===== config.mk =====
export PLATFORM = sky130hd
export DESIGN_NAME = wb_charlie7x5_fb_flat
export DESIGN_NICKNAME = d
export VERILOG_FILES = /design/src/rtl/charlie_pkg.sv /design/src/rtl/wb_charlie7x5_fb_if.sv /design/src/rtl/charlie_pwm.sv /design/src/rtl/wb_charlie7x5_fb.sv /design/src/flat_wrapper.sv
export SDC_FILE = /design/constraint.sdc
export NUM_CORES = 1
export LEC_CHECK = 0
export ABC_AREA = 1
export CAP_MARGIN = 20
export CORE_ASPECT_RATIO = 0.8
export CORE_MARGIN = 10
export CORE_UTILIZATION = 60
export DETAILED_ROUTE_END_ITERATION = 12
export PLACE_DENSITY = 0.82
export SETUP_SLACK_MARGIN = 0.02
export SLEW_MARGIN = 0
export SYNTH_ARGS = -nofsm -noshare
export SYNTH_HDL_FRONTEND = slang
export SYNTH_SLANG_ARGS = --single-unit

===== constraint.sdc =====
create_clock -name wb_clk_i -period 3.6 [get_ports wb_clk_i]
set_input_delay 0.54 -clock wb_clk_i [delete_from_list [all_inputs] [get_ports wb_clk_i]]
set_output_delay 0.54 -clock wb_clk_i [all_outputs]
set_load 0.01 [all_outputs]

===== src/rtl/charlie_pkg.sv =====
// Shared constants for the charlieplexed LED framebuffer blocks.
package charlie_pkg;
   localparam int unsigned N_ROWS   = 7;
   localparam int unsigned N_COLS   = 5;
   localparam int unsigned PWM_BITS = 4;
   localparam int unsigned ADR_W    = 4;
   localparam int unsigned DAT_W    = 8;
   localparam int unsigned IDX_W    = 3;

   localparam logic [ADR_W-1:0] ADR_BACK0  = 4'h0;
   localparam logic [ADR_W-1:0] ADR_BACK1  = 4'h1;
   localparam logic [ADR_W-1:0] ADR_BACK2  = 4'h2;
   localparam logic [ADR_W-1:0] ADR_BACK3  = 4'h3;
   localparam logic [ADR_W-1:0] ADR_BACK4  = 4'h4;
   localparam logic [ADR_W-1:0] ADR_CTRL   = 4'h5;
   localparam logic [ADR_W-1:0] ADR_BRIGHT = 4'h6;
   localparam logic [ADR_W-1:0] ADR_FRAME  = 4'h7;

   localparam logic [PWM_BITS-1:0] BRIGHT_RST = '1;
endpackage


===== src/rtl/wb_charlie7x5_fb_if.sv =====
// Wishbone B4 pipelined slave bus for the framebuffer register file.
interface wb_charlie7x5_fb_if;
   import charlie_pkg::*;

   logic             wb_cyc_i;
   logic             wb_stb_i;
   logic             wb_we_i;
   logic [ADR_W-1:0] wb_adr_i;
   logic [DAT_W-1:0] wb_dat_i;
   logic [DAT_W-1:0] wb_dat_o;
   logic             wb_ack_o;
   logic             wb_stall_o;

   modport slave (
      input  wb_cyc_i, wb_stb_i, wb_we_i, wb_adr_i, wb_dat_i,
      output wb_dat_o, wb_ack_o, wb_stall_o
   );

   modport master (
      output wb_cyc_i, wb_stb_i, wb_we_i, wb_adr_i, wb_dat_i,
      input  wb_dat_o, wb_ack_o, wb_stall_o
   );
endinterface


===== src/rtl/charlie_pwm.sv =====
// Free-running PWM counter with brightness compare; full-scale brightness is always on.
module charlie_pwm
   import charlie_pkg::*;
#(
   parameter int unsigned W = PWM_BITS
) (
   input  logic         clk,
   input  logic         rst,
   input  logic [W-1:0] bright,
   output logic         on
);

   logic [W-1:0] cnt_q;
   logic [W-1:0] cnt_d;

   always_comb begin
      cnt_d = cnt_q + W'(1);
      on    = (bright == '1) | (cnt_q < bright);
   end

   always_ff @(posedge clk) begin
      if (rst) begin
         cnt_q <= '0;
      end else begin
         cnt_q <= cnt_d;
      end
   end

endmodule


===== src/rtl/wb_charlie7x5_fb.sv =====
// Double-buffered 7x5 framebuffer: Wishbone-written back buffer, swap on scanner frame start,
// registered brightness-modulated pixel lookup for the charlieplex scanner.
module wb_charlie7x5_fb
   import charlie_pkg::*;
(
   input  logic                 wb_clk_i,
   input  logic                 wb_rst_i,
   wb_charlie7x5_fb_if.slave    wb,
   input  logic [IDX_W-1:0]     scan_row_i,
   input  logic [IDX_W-1:0]     scan_col_i,
   input  logic                 scan_frame_i,
   output logic                 pixel_o
);

   logic [N_COLS-1:0][N_ROWS-1:0] back_q,  back_d;
   logic [N_COLS-1:0][N_ROWS-1:0] front_q, front_d;
   logic                          pending_q, pending_d;
   logic [PWM_BITS-1:0]           bright_q, bright_d;
   logic [DAT_W-1:0]              frame_q, frame_d;
   logic                          ack_q, ack_d;
   logic [DAT_W-1:0]              dat_q, dat_d;
   logic                          pixel_q, pixel_d;

   logic req;
   logic wr;
   logic rd;
   logic pwm_on;

   charlie_pwm #(.W(PWM_BITS)) u_pwm (
      .clk    (wb_clk_i),
      .rst    (wb_rst_i),
      .bright (bright_q),
      .on     (pwm_on)
   );

   // Register file, swap and pixel lookup; swap copies the pre-write BACK contents.
   always_comb begin
      req       = wb.wb_cyc_i & wb.wb_stb_i;
      wr        = req & wb.wb_we_i;
      rd        = req & ~wb.wb_we_i;
      back_d    = back_q;
      front_d   = front_q;
      pending_d = pending_q;
      bright_d  = bright_q;
      frame_d   = frame_q;
      ack_d     = req;
      dat_d     = '0;
      pixel_d   = 1'b0;

      if (scan_frame_i) begin
         frame_d = frame_q + DAT_W'(1);
         if (pending_q) begin
            front_d   = back_q;
            pending_d = 1'b0;
         end
      end

      if (wr) begin
         case (wb.wb_adr_i)
            ADR_CTRL:   if (wb.wb_dat_i[0]) pending_d = 1'b1;
            ADR_BRIGHT: bright_d = wb.wb_dat_i[PWM_BITS-1:0];
            default: begin
               for (int c = 0; c < N_COLS; c++) begin
                  if (wb.wb_adr_i == ADR_BACK0 + ADR_W'(c)) back_d[c] = wb.wb_dat_i[N_ROWS-1:0];
               end
            end
         endcase
      end

      if (rd) begin
         case (wb.wb_adr_i)
            ADR_CTRL:   dat_d = DAT_W'(pending_q);
            ADR_BRIGHT: dat_d = DAT_W'(bright_q);
            ADR_FRAME:  dat_d = frame_q;
            default: begin
               for (int c = 0; c < N_COLS; c++) begin
                  if (wb.wb_adr_i == ADR_BACK0 + ADR_W'(c)) dat_d = DAT_W'(back_q[c]);
               end
            end
         endcase
      end

      // Explicit index match so out-of-range row/col naturally yields 0.
      for (int c = 0; c < N_COLS; c++) begin
         for (int r = 0; r < N_ROWS; r++) begin
            if (scan_col_i == IDX_W'(c) && scan_row_i == IDX_W'(r)) pixel_d = front_q[c][r] & pwm_on;
         end
      end
   end

   always_ff @(posedge wb_clk_i) begin
      if (wb_rst_i) begin
         back_q    <= '0;
         front_q   <= '0;
         pending_q <= 1'b0;
         bright_q  <= BRIGHT_RST;
         frame_q   <= '0;
         ack_q     <= 1'b0;
         dat_q     <= '0;
         pixel_q   <= 1'b0;
      end else begin
         back_q    <= back_d;
         front_q   <= front_d;
         pending_q <= pending_d;
         bright_q  <= bright_d;
         frame_q   <= frame_d;
         ack_q     <= ack_d;
         dat_q     <= dat_d;
         pixel_q   <= pixel_d;
      end
   end

   assign wb.wb_ack_o   = ack_q;
   assign wb.wb_dat_o   = dat_q;
   assign wb.wb_stall_o = 1'b0;
   assign pixel_o       = pixel_q;

endmodule


===== src/flat_wrapper.sv =====
// flat-port wrapper written by rule: the top's interface ports become plain ports
module wb_charlie7x5_fb_flat import charlie_pkg::*;
  (wb_clk_i, wb_rst_i, scan_row_i, scan_col_i, scan_frame_i, pixel_o, wb_wb_cyc_i, wb_wb_stb_i, wb_wb_we_i, wb_wb_adr_i, wb_wb_dat_i, wb_wb_dat_o, wb_wb_ack_o, wb_wb_stall_o);
  wb_charlie7x5_fb_if wb_i ();
  input  logic wb_clk_i;
  input  logic wb_rst_i;
  input  logic [IDX_W-1:0] scan_row_i;
  input  logic [IDX_W-1:0] scan_col_i;
  input  logic scan_frame_i;
  output logic pixel_o;
  input wire logic [$bits(wb_i.wb_cyc_i)-1:0] wb_wb_cyc_i;
  input wire logic [$bits(wb_i.wb_stb_i)-1:0] wb_wb_stb_i;
  input wire logic [$bits(wb_i.wb_we_i)-1:0] wb_wb_we_i;
  input wire logic [$bits(wb_i.wb_adr_i)-1:0] wb_wb_adr_i;
  input wire logic [$bits(wb_i.wb_dat_i)-1:0] wb_wb_dat_i;
  output wire logic [$bits(wb_i.wb_dat_o)-1:0] wb_wb_dat_o;
  output wire logic [$bits(wb_i.wb_ack_o)-1:0] wb_wb_ack_o;
  output wire logic [$bits(wb_i.wb_stall_o)-1:0] wb_wb_stall_o;
  assign wb_i.wb_cyc_i = wb_wb_cyc_i;
  assign wb_i.wb_stb_i = wb_wb_stb_i;
  assign wb_i.wb_we_i = wb_wb_we_i;
  assign wb_i.wb_adr_i = wb_wb_adr_i;
  assign wb_i.wb_dat_i = wb_wb_dat_i;
  assign wb_wb_dat_o = wb_i.wb_dat_o;
  assign wb_wb_ack_o = wb_i.wb_ack_o;
  assign wb_wb_stall_o = wb_i.wb_stall_o;
  wb_charlie7x5_fb u_core (.wb_clk_i(wb_clk_i), .wb_rst_i(wb_rst_i), .wb(wb_i), .scan_row_i(scan_row_i), .scan_col_i(scan_col_i), .scan_frame_i(scan_frame_i), .pixel_o(pixel_o));
endmodule

==> results of run 1 <==
==> flip-flops by register name, indices dropped and copies added, names as in the netlist <==
name / cells
u_core.back_q: 35
u_core.wb.wb_ack_o: 1
u_core.pixel_o: 1
u_core.front_q: 35
u_core.wb.wb_dat_o: 8
u_core.pending_q: 1
u_core.u_pwm.cnt_q: 4
u_core.bright_q: 4
u_core.frame_q: 8
==> synth_stat cells (3+ instances only) <==
cell type and n:
a21oi_1 29, a221oi_1 3, a22o_1 4, a31oi_1 5, buf_1 3, clkbuf_1 15, dfxtp_1 97, ha_1 5
inv_1 51, inv_2 4, nand2_1 71, nand3_1 27, nand3_2 3, nand4_1 6, nor2_1 171, nor3_1 12
o2111ai_1 3, o211ai_1 4, o21ai_0 78
==> layer usage <==
metal  vias to the layer above  track usage, %  share of wire (%)
li1                       2073               -                  -
met1                      1920            27.4                 44
met2                       163            31.4                 46
met3                        10            6.15                8.9
met4                         0            5.73                1.2
met5                         -               0                  0
==> cell usage in the layout, fill, tap and decap left out, types with 3 or more instances in the layout <==
cell type,instances
nor2_1,171
dfxtp_1,97
o21ai_0,78
nand2_1,71
inv_1,51
clkdlybuf4s50_1,32
a21oi_1,29
nand3_1,27
nor3_1,12
clkbuf_8,10
buf_4,8
nand4_1,6
a31oi_1,5
ha_1,5
inv_2,4
a22o_1,4
o211ai_1,4
a221oi_1,3
o2111ai_1,3
nand3_2,3
==> worst max-delay path by stage <==
stage                     endpoint  cells past startpoint     startpoint
detailed placement  u_core.pixel_o                     24  scan_row_i[1]
CTS                 u_core.pixel_o                     24  scan_row_i[1]
floorplan           u_core.pixel_o                     23  scan_row_i[1]
finish              u_core.pixel_o                     24  scan_row_i[1]
global placement    u_core.pixel_o                     24  scan_row_i[1]
global route        u_core.pixel_o                     24  scan_row_i[1]
==> power by group <==
| part | switching (mW) | internal [mW] | leakage, nW |
|---|---|---|---|
| logic | 0.0841 | 0.0522 | 1.06 |
| clock network | 0.364 | 0.338 | 0.0916 |
| registers | 0.00771 | 1.08 | 0.783 |
==> per-stage QoR <==
step	area (um^2)	instances	worst slack (ns)	power, mW	hold WS [ns]
floorplan	4280	611	1.44	1.19	0.427
global placement	4680	718	0.626	1.24	0.442
detailed placement	4680	718	0.570	1.25	0.454
CTS	4880	733	0.961	1.94	0.476
global route	4880	733	0.621	2.00	0.496
finish	4880	733	0.930	1.93	0.472
==> cell type report <==
cell class	instances	share of cell area (%)
Multi-Input combinational cell	438	41.9
Clock inverter	4	1.10
Sequential cell	97	39.8
Tap cell	87	2.23
Inverter	56	4.31
Clock buffer	11	2.90
Timing Repair Buffer	40	7.79
==> cell families after synthesis <==
kind of cell               Yosys count  share of synthesized area [%]
AOI/OAI and AO/OA                  134                           17.5
DFF                                 97                           45.4
xor gates and xnor gates             2                          0.410
buffers and inverters               76                           6.79
and+or+nand+nor                    296                           28.3
other                                1                         0.0877
adders and majority gates            5                           1.46
==> worst reg2reg max path: stages (launching register included) <==
cell	delay, ns
dfxtp_1	0.34
inv_1	0.09
ha_1	0.28
o21ai_0	0.07
nand2_1	0.08
nand3_1	0.07
nand2_1	0.06
o31ai_2	0.05
buf_4	0.29
nor3b_1	0.22
nand2_1	0.08
nand4_1	0.08
nand2_1	0.06
nand4_1	0.06
nand2_1	0.06
nand3_1	0.06
nand2_1	0.06
nand4_1	0.07
nand2_1	0.05
nand4_1	0.06
nand2_1	0.05
nand4_1	0.06
nand2_1	0.07
a21oi_2	0.11
==> impl_metrics.env, run 1 <==
export IMPL_gp_congestion=0.980
export IMPL_relSlewSlack_pct=61.1
export IMPL_crit_slowest_cell="clkdlybuf4s50_1"
export IMPL_tightestPinTransition_ns=0.584
export IMPL_dp_final_hpwl_um=8150
export IMPL_antenna_found_initial=0
export IMPL_hold_class="register to register"
export IMPL_grt_max_degree=75
export IMPL_ys_seq_elements=97
export IMPL_critPathRequiredTime_ns=3.86
export IMPL_yosys_warnings=0
export IMPL_finalCritPeriodShare_pct=74.2
export IMPL_fin_tns_setup_ns=0
export IMPL_synth_top_area_share_pct=45.4
export IMPL_finalHoldViolations=0
export IMPL_dieArea_um2=10900
export IMPL_h_tree_depth=3
export IMPL_multi_input_area_um2=2040
export IMPL_start_util_pct=62.0
export IMPL_fp_coreArea_um2=6890
export IMPL_cp_end_kind="register"
export IMPL_wire_per_inst_um=15.0
export IMPL_rsz0062_at_grt="no"
export IMPL_hold_path_depth=1
export IMPL_cts_setup_buffers=0
export IMPL_min_period_ns=2.67
export IMPL_grt_use_total_pct=20.5
export IMPL_cp_top_family="simple AND/OR/NAND/NOR gates"
export IMPL_hold_end="u_core.u_pwm.cnt_q[0]"
export IMPL_crit_path_cell_trace="clkdlybuf4s50_1 -> nor2_2 -> nand2_2 -> or2_0 -> nand2_1 -> nand2_1 -> nand2_1 -> nand2_1 -> nand2_1 -> nand2_1 -> nand2_1 -> nand4_1 -> nand2_1 -> nand4_1 -> nand2_1 -> nand3_1 -> nand2_1 -> nand4_1 -> nand2_1 -> nand4_1 -> nand2_1 -> nand4_1 -> nand2_1 -> a21oi_2"
export IMPL_synthTopCellsByArea="dfxtp_1, nor2_1, o21ai_0"
export IMPL_reg2reg_slack_ns=1.06
export IMPL_hold_buffers=0
export IMPL_syn_avg_cell_area_um2=7.00
export IMPL_crit_reg2reg_launch="u_core.bright_q[1]"
export IMPL_fill_cells=579
export IMPL_cpPeakStageDelay_ns=0.54
export IMPL_fin_nets=671
export IMPL_cap_violations=0
export IMPL_min_from="u_core.u_pwm.cnt_q[0]"
export IMPL_critPathKind="input pin to register"
export IMPL_cts_inserted_buffers=9
export IMPL_seq_area_um2=1940
export IMPL_fmaxAchievable_mhz=375
export IMPL_vdd_drop_max_uv=308
export IMPL_drc=0
export IMPL_r2r_cells=23
export IMPL_grt_pass1_vias=3767
export IMPL_synth_edff_count=0
export IMPL_cts_resized=0
export IMPL_cp_start_kind="input pin"
export IMPL_synth_top_cell_by_area="dfxtp_1"
export IMPL_crit_arrival_ns=2.93
export IMPL_path_common_cell="nand2_1"
export IMPL_syn_inst=611
export IMPL_ys_seq_area_share_pct=45.4
export IMPL_synth_cell_types=37
export IMPL_die_y_um=95.5
export IMPL_fp_row_count=27
export IMPL_port_buffers=32
export IMPL_cts_buffer_depth=2
export IMPL_totalWireLength_um=11000
export IMPL_syn_area_um2=4280
export IMPL_async_reset_ff_share_pct=0
export IMPL_synthFlopType="dfxtp_1"
export IMPL_io_pins=35
export IMPL_status="complete, no violations"
export IMPL_utilization_pct=70.8
export IMPL_syn_nets=640
export IMPL_path_clk_slew_ns=0.09
export IMPL_crit_buf_inv=1
export IMPL_grt_pass1_wl_um=18000
export IMPL_die_w_um=114
export IMPL_avgViaCountPerCell=5.68
export IMPL_leakage_nw=1.93
export IMPL_vias=4166
export IMPL_drtIter0Drc=358
export IMPL_final_max_slew_viol_count=0
export IMPL_clockRootBuffer="clkbuf_8"
export IMPL_power_density_nw_per_um2=395
export IMPL_clk_latency_ns=0.37
export IMPL_path_max_fanout=6
export IMPL_setup_viol=0
export IMPL_antenna_cells=0
export IMPL_cts_tree="done"
export IMPL_drive_gt1_share_pct=5.11
export IMPL_fin_worst_skew_ns=0.00862
export IMPL_clock_sinks=97
export IMPL_area_delta_synth_final_pct=14.1
export IMPL_gr_total_overflow=0
export IMPL_reg2reg_to="u_core.pixel_o"
export IMPL_route_antenna_remaining_nets=0
export IMPL_firstDrtPassIters=5
Power figures use the tool's default switching activity.
==> run 2: changes to the inputs <==
CORE_UTILIZATION = 52   (was 60)
PLACE_DENSITY = 0.75   (was 0.82)
clock period = 2.2 ns   (was 3.6 ns; I/O delays follow)
==> run 2 against run 1 <==
  * The flow now finishes with violations (setup timing)
  * Final cell count grew 8.7%
  * First-iteration DRC count shrank 15%
  * Flip-flop and latch count is the same
  * Clock power grew 65%
  * Critical path depth shrank 3
  * Sequential power grew 63%
  * Worst setup slack lost 1.0 ns
  * Register-to-register slack lost 1.2 ns
  * Clock-buffer cell count is the same
  * Die area grew 12%
==> impl_metrics.env, run 2 (same netlist as run 1, synthesis figures left out) <==
export IMPL_status="finished, violations left"
export IMPL_violations="setup timing"
export IMPL_fp_coreArea_um2=7980
export IMPL_dp_final_hpwl_um=8980
export IMPL_gr_total_overflow=0
export IMPL_fill_cells=707
export IMPL_firstDrtPassIters=5
export IMPL_power_total_mw=3.21
export IMPL_gp_congestion=0.922
export IMPL_reg2reg_slack_ns=-0.09
export IMPL_fmaxAchievable_mhz=436
export IMPL_cts_buffer_depth=2
export IMPL_avgViaCountPerCell=5.47
export IMPL_start_util_pct=53.6
export IMPL_drc=0
export IMPL_setup_viol=1
export IMPL_die_y_um=101
export IMPL_hold_end="u_core.u_pwm.cnt_q[0]"
export IMPL_route_antenna_remaining_nets=0
export IMPL_grt_pass1_vias=4000
export IMPL_crit_arrival_ns=2.56
export IMPL_leakage_nw=2.15
export IMPL_antenna_found_initial=0
export IMPL_final_cell_mix="nor2_1, dfxtp_1, o21ai_0"
export IMPL_post_dp_cell_area_um2=5040
export IMPL_final_common_cell="nor2_1"
export IMPL_clk_latency_ns=0.36
export IMPL_die_w_um=121
export IMPL_cap_violations=0
export IMPL_grt_pass1_wl_um=19000
export IMPL_antenna_cells=0
export IMPL_cp_top_family="simple AND/OR/NAND/NOR gates"
export IMPL_crit_path_cell_trace="inv_2 -> ha_1 -> o21ai_1 -> nand2_1 -> nand3_2 -> nand2_2 -> o31ai_4 -> a31oi_1 -> nand4_1 -> nand2_1 -> nand4_1 -> nand2_1 -> nand3_1 -> nand2_1 -> nand4_1 -> nand2_1 -> nand4_1 -> nand2_1 -> nand4_1 -> nand2_1 -> a21oi_2"
export IMPL_drive_gt1_share_pct=12.0
export IMPL_area_delta_synth_final_pct=23.8
export IMPL_critPathRequiredTime_ns=2.47
export IMPL_worst_slack_ns=-0.0943
export IMPL_reg_top3="u_core.back_q (35), u_core.front_q (35)"
export IMPL_dieArea_um2=12300
export IMPL_path_max_fanout=7
export IMPL_port_buffers=32
export IMPL_cpPeakStageDelay_ns=0.34
export IMPL_cts_inserted_buffers=9
export IMPL_h_tree_depth=3
export IMPL_cp_end_kind="register"
export IMPL_wire_per_inst_um=14.8
export IMPL_crit_buf_inv=1
export IMPL_grt_use_total_pct=19.1
export IMPL_fp_row_count=29
export IMPL_r2r_cells=21
export IMPL_crit_reg2reg_launch="u_core.bright_q[1]"
export IMPL_totalWireLength_um=11800
export IMPL_critPathKind="register to register"
export IMPL_min_from="u_core.u_pwm.cnt_q[0]"
export IMPL_final_max_slew_viol_count=0
export IMPL_pre_cts_slack_ns=-0.488
export IMPL_reg2reg_to="u_core.pixel_o"
export IMPL_power_density_nw_per_um2=606
export IMPL_min_period_ns=2.29
export IMPL_hold_path_depth=1
export IMPL_hold_class="register to register"
export IMPL_path_common_cell="nand2_1"
export IMPL_fin_nets=714
export IMPL_clockRootBuffer="clkbuf_8"
export IMPL_crit_slowest_cell="dfxtp_2"
export IMPL_cts_tree="done"
export IMPL_rsz0062_at_grt="yes"
export IMPL_fin_worst_skew_ns=0.0131
export IMPL_clock_sinks=97
export IMPL_grt_max_degree=75
export IMPL_drtIter0Drc=304
export IMPL_vdd_drop_max_uv=492
export IMPL_io_pins=35
export IMPL_vias=4362
export IMPL_postLayoutCellArea_um2=5290
export IMPL_cp_start_kind="register"
export IMPL_finalCritPeriodShare_pct=104
export IMPL_path_clk_slew_ns=0.09
export IMPL_finalHoldViolations=0
run 2: how the worst max path moves through the flow:
| stage | startpoint | end | depth (start not counted) |
|---|---|---|---|
| after detailed placement | scan_row_i[0] | u_core.pixel_o | 24 |
| after CTS | u_core.bright_q[1] | u_core.pixel_o | 22 |
| after floorplan | u_core.bright_q[1] | u_core.pixel_o | 17 |
| after global routing | u_core.bright_q[1] | u_core.pixel_o | 22 |
| final | u_core.bright_q[1] | u_core.pixel_o | 21 |
| after global placement | scan_row_i[0] | u_core.pixel_o | 24 |
run 2: power by group:
part           switching [mW]  internal, mW
logic                   0.151         0.120
clock network           0.602         0.553
registers              0.0125          1.77
total                   0.766          2.44
run 2: cell type report:
cell class	count	area, um^2	area share (%)
well taps	108	135	2.55
repair buffers	83	728	13.8
inverters	56	210	3.97
clock buffers	11	141	2.67
flip-flops and latches	97	1940	36.7
clock inverters	4	53.8	1.02
multi-input cells	438	2080	39.3
run 2: layer usage:
| layer | up-vias | routed length (um) | global-route usage (%) |
|---|---|---|---|
| met5 | - | 0 | 0 |
| met4 | 0 | 84 | 4.12 |
| met3 | 9 | 1050 | 5.66 |
| met2 | 155 | 5460 | 30.5 |
| met1 | 2041 | 5240 | 24.9 |
| li1 | 2157 | - | - |
run 2: repair_timing:
| action | 4_1_cts | 5_1_grt |
|---|---|---|
| setup buffers | 1 | 1 |
| endpoints found under the setup margin | 1 | 1 |
| resized for setup | 13 | 0 |
| hold buffers | 0 | 0 |
| pin swaps | 1 | 0 |
run 2: worst register-to-register path, stage by stage, from the launching register on:
cell and delay [ns]:
dfxtp_2 0.34, inv_2 0.04, ha_1 0.25, o21ai_1 0.05
nand2_1 0.07, nand3_2 0.07, nand2_2 0.08, o31ai_4 0.12
a31oi_1 0.21, nand4_1 0.13, nand2_1 0.08, nand4_1 0.08
nand2_1 0.07, nand3_1 0.06, nand2_1 0.07, nand4_1 0.08
nand2_1 0.07, nand4_1 0.07, nand2_1 0.07, nand4_1 0.08
nand2_1 0.08, a21oi_2 0.04
run 2: metrics by stage:
stage	util (%)	hold slack [ns]	cells	TNS, ns
global route	66.3	0.505	797	-0.281
global placement	63.2	0.443	780	-0.393
CTS	66.2	0.477	796	-0.0402
finish	66.3	0.479	797	-0.0943
detailed placement	63.2	0.453	780	-0.488
floorplan	-	0.427	611	0
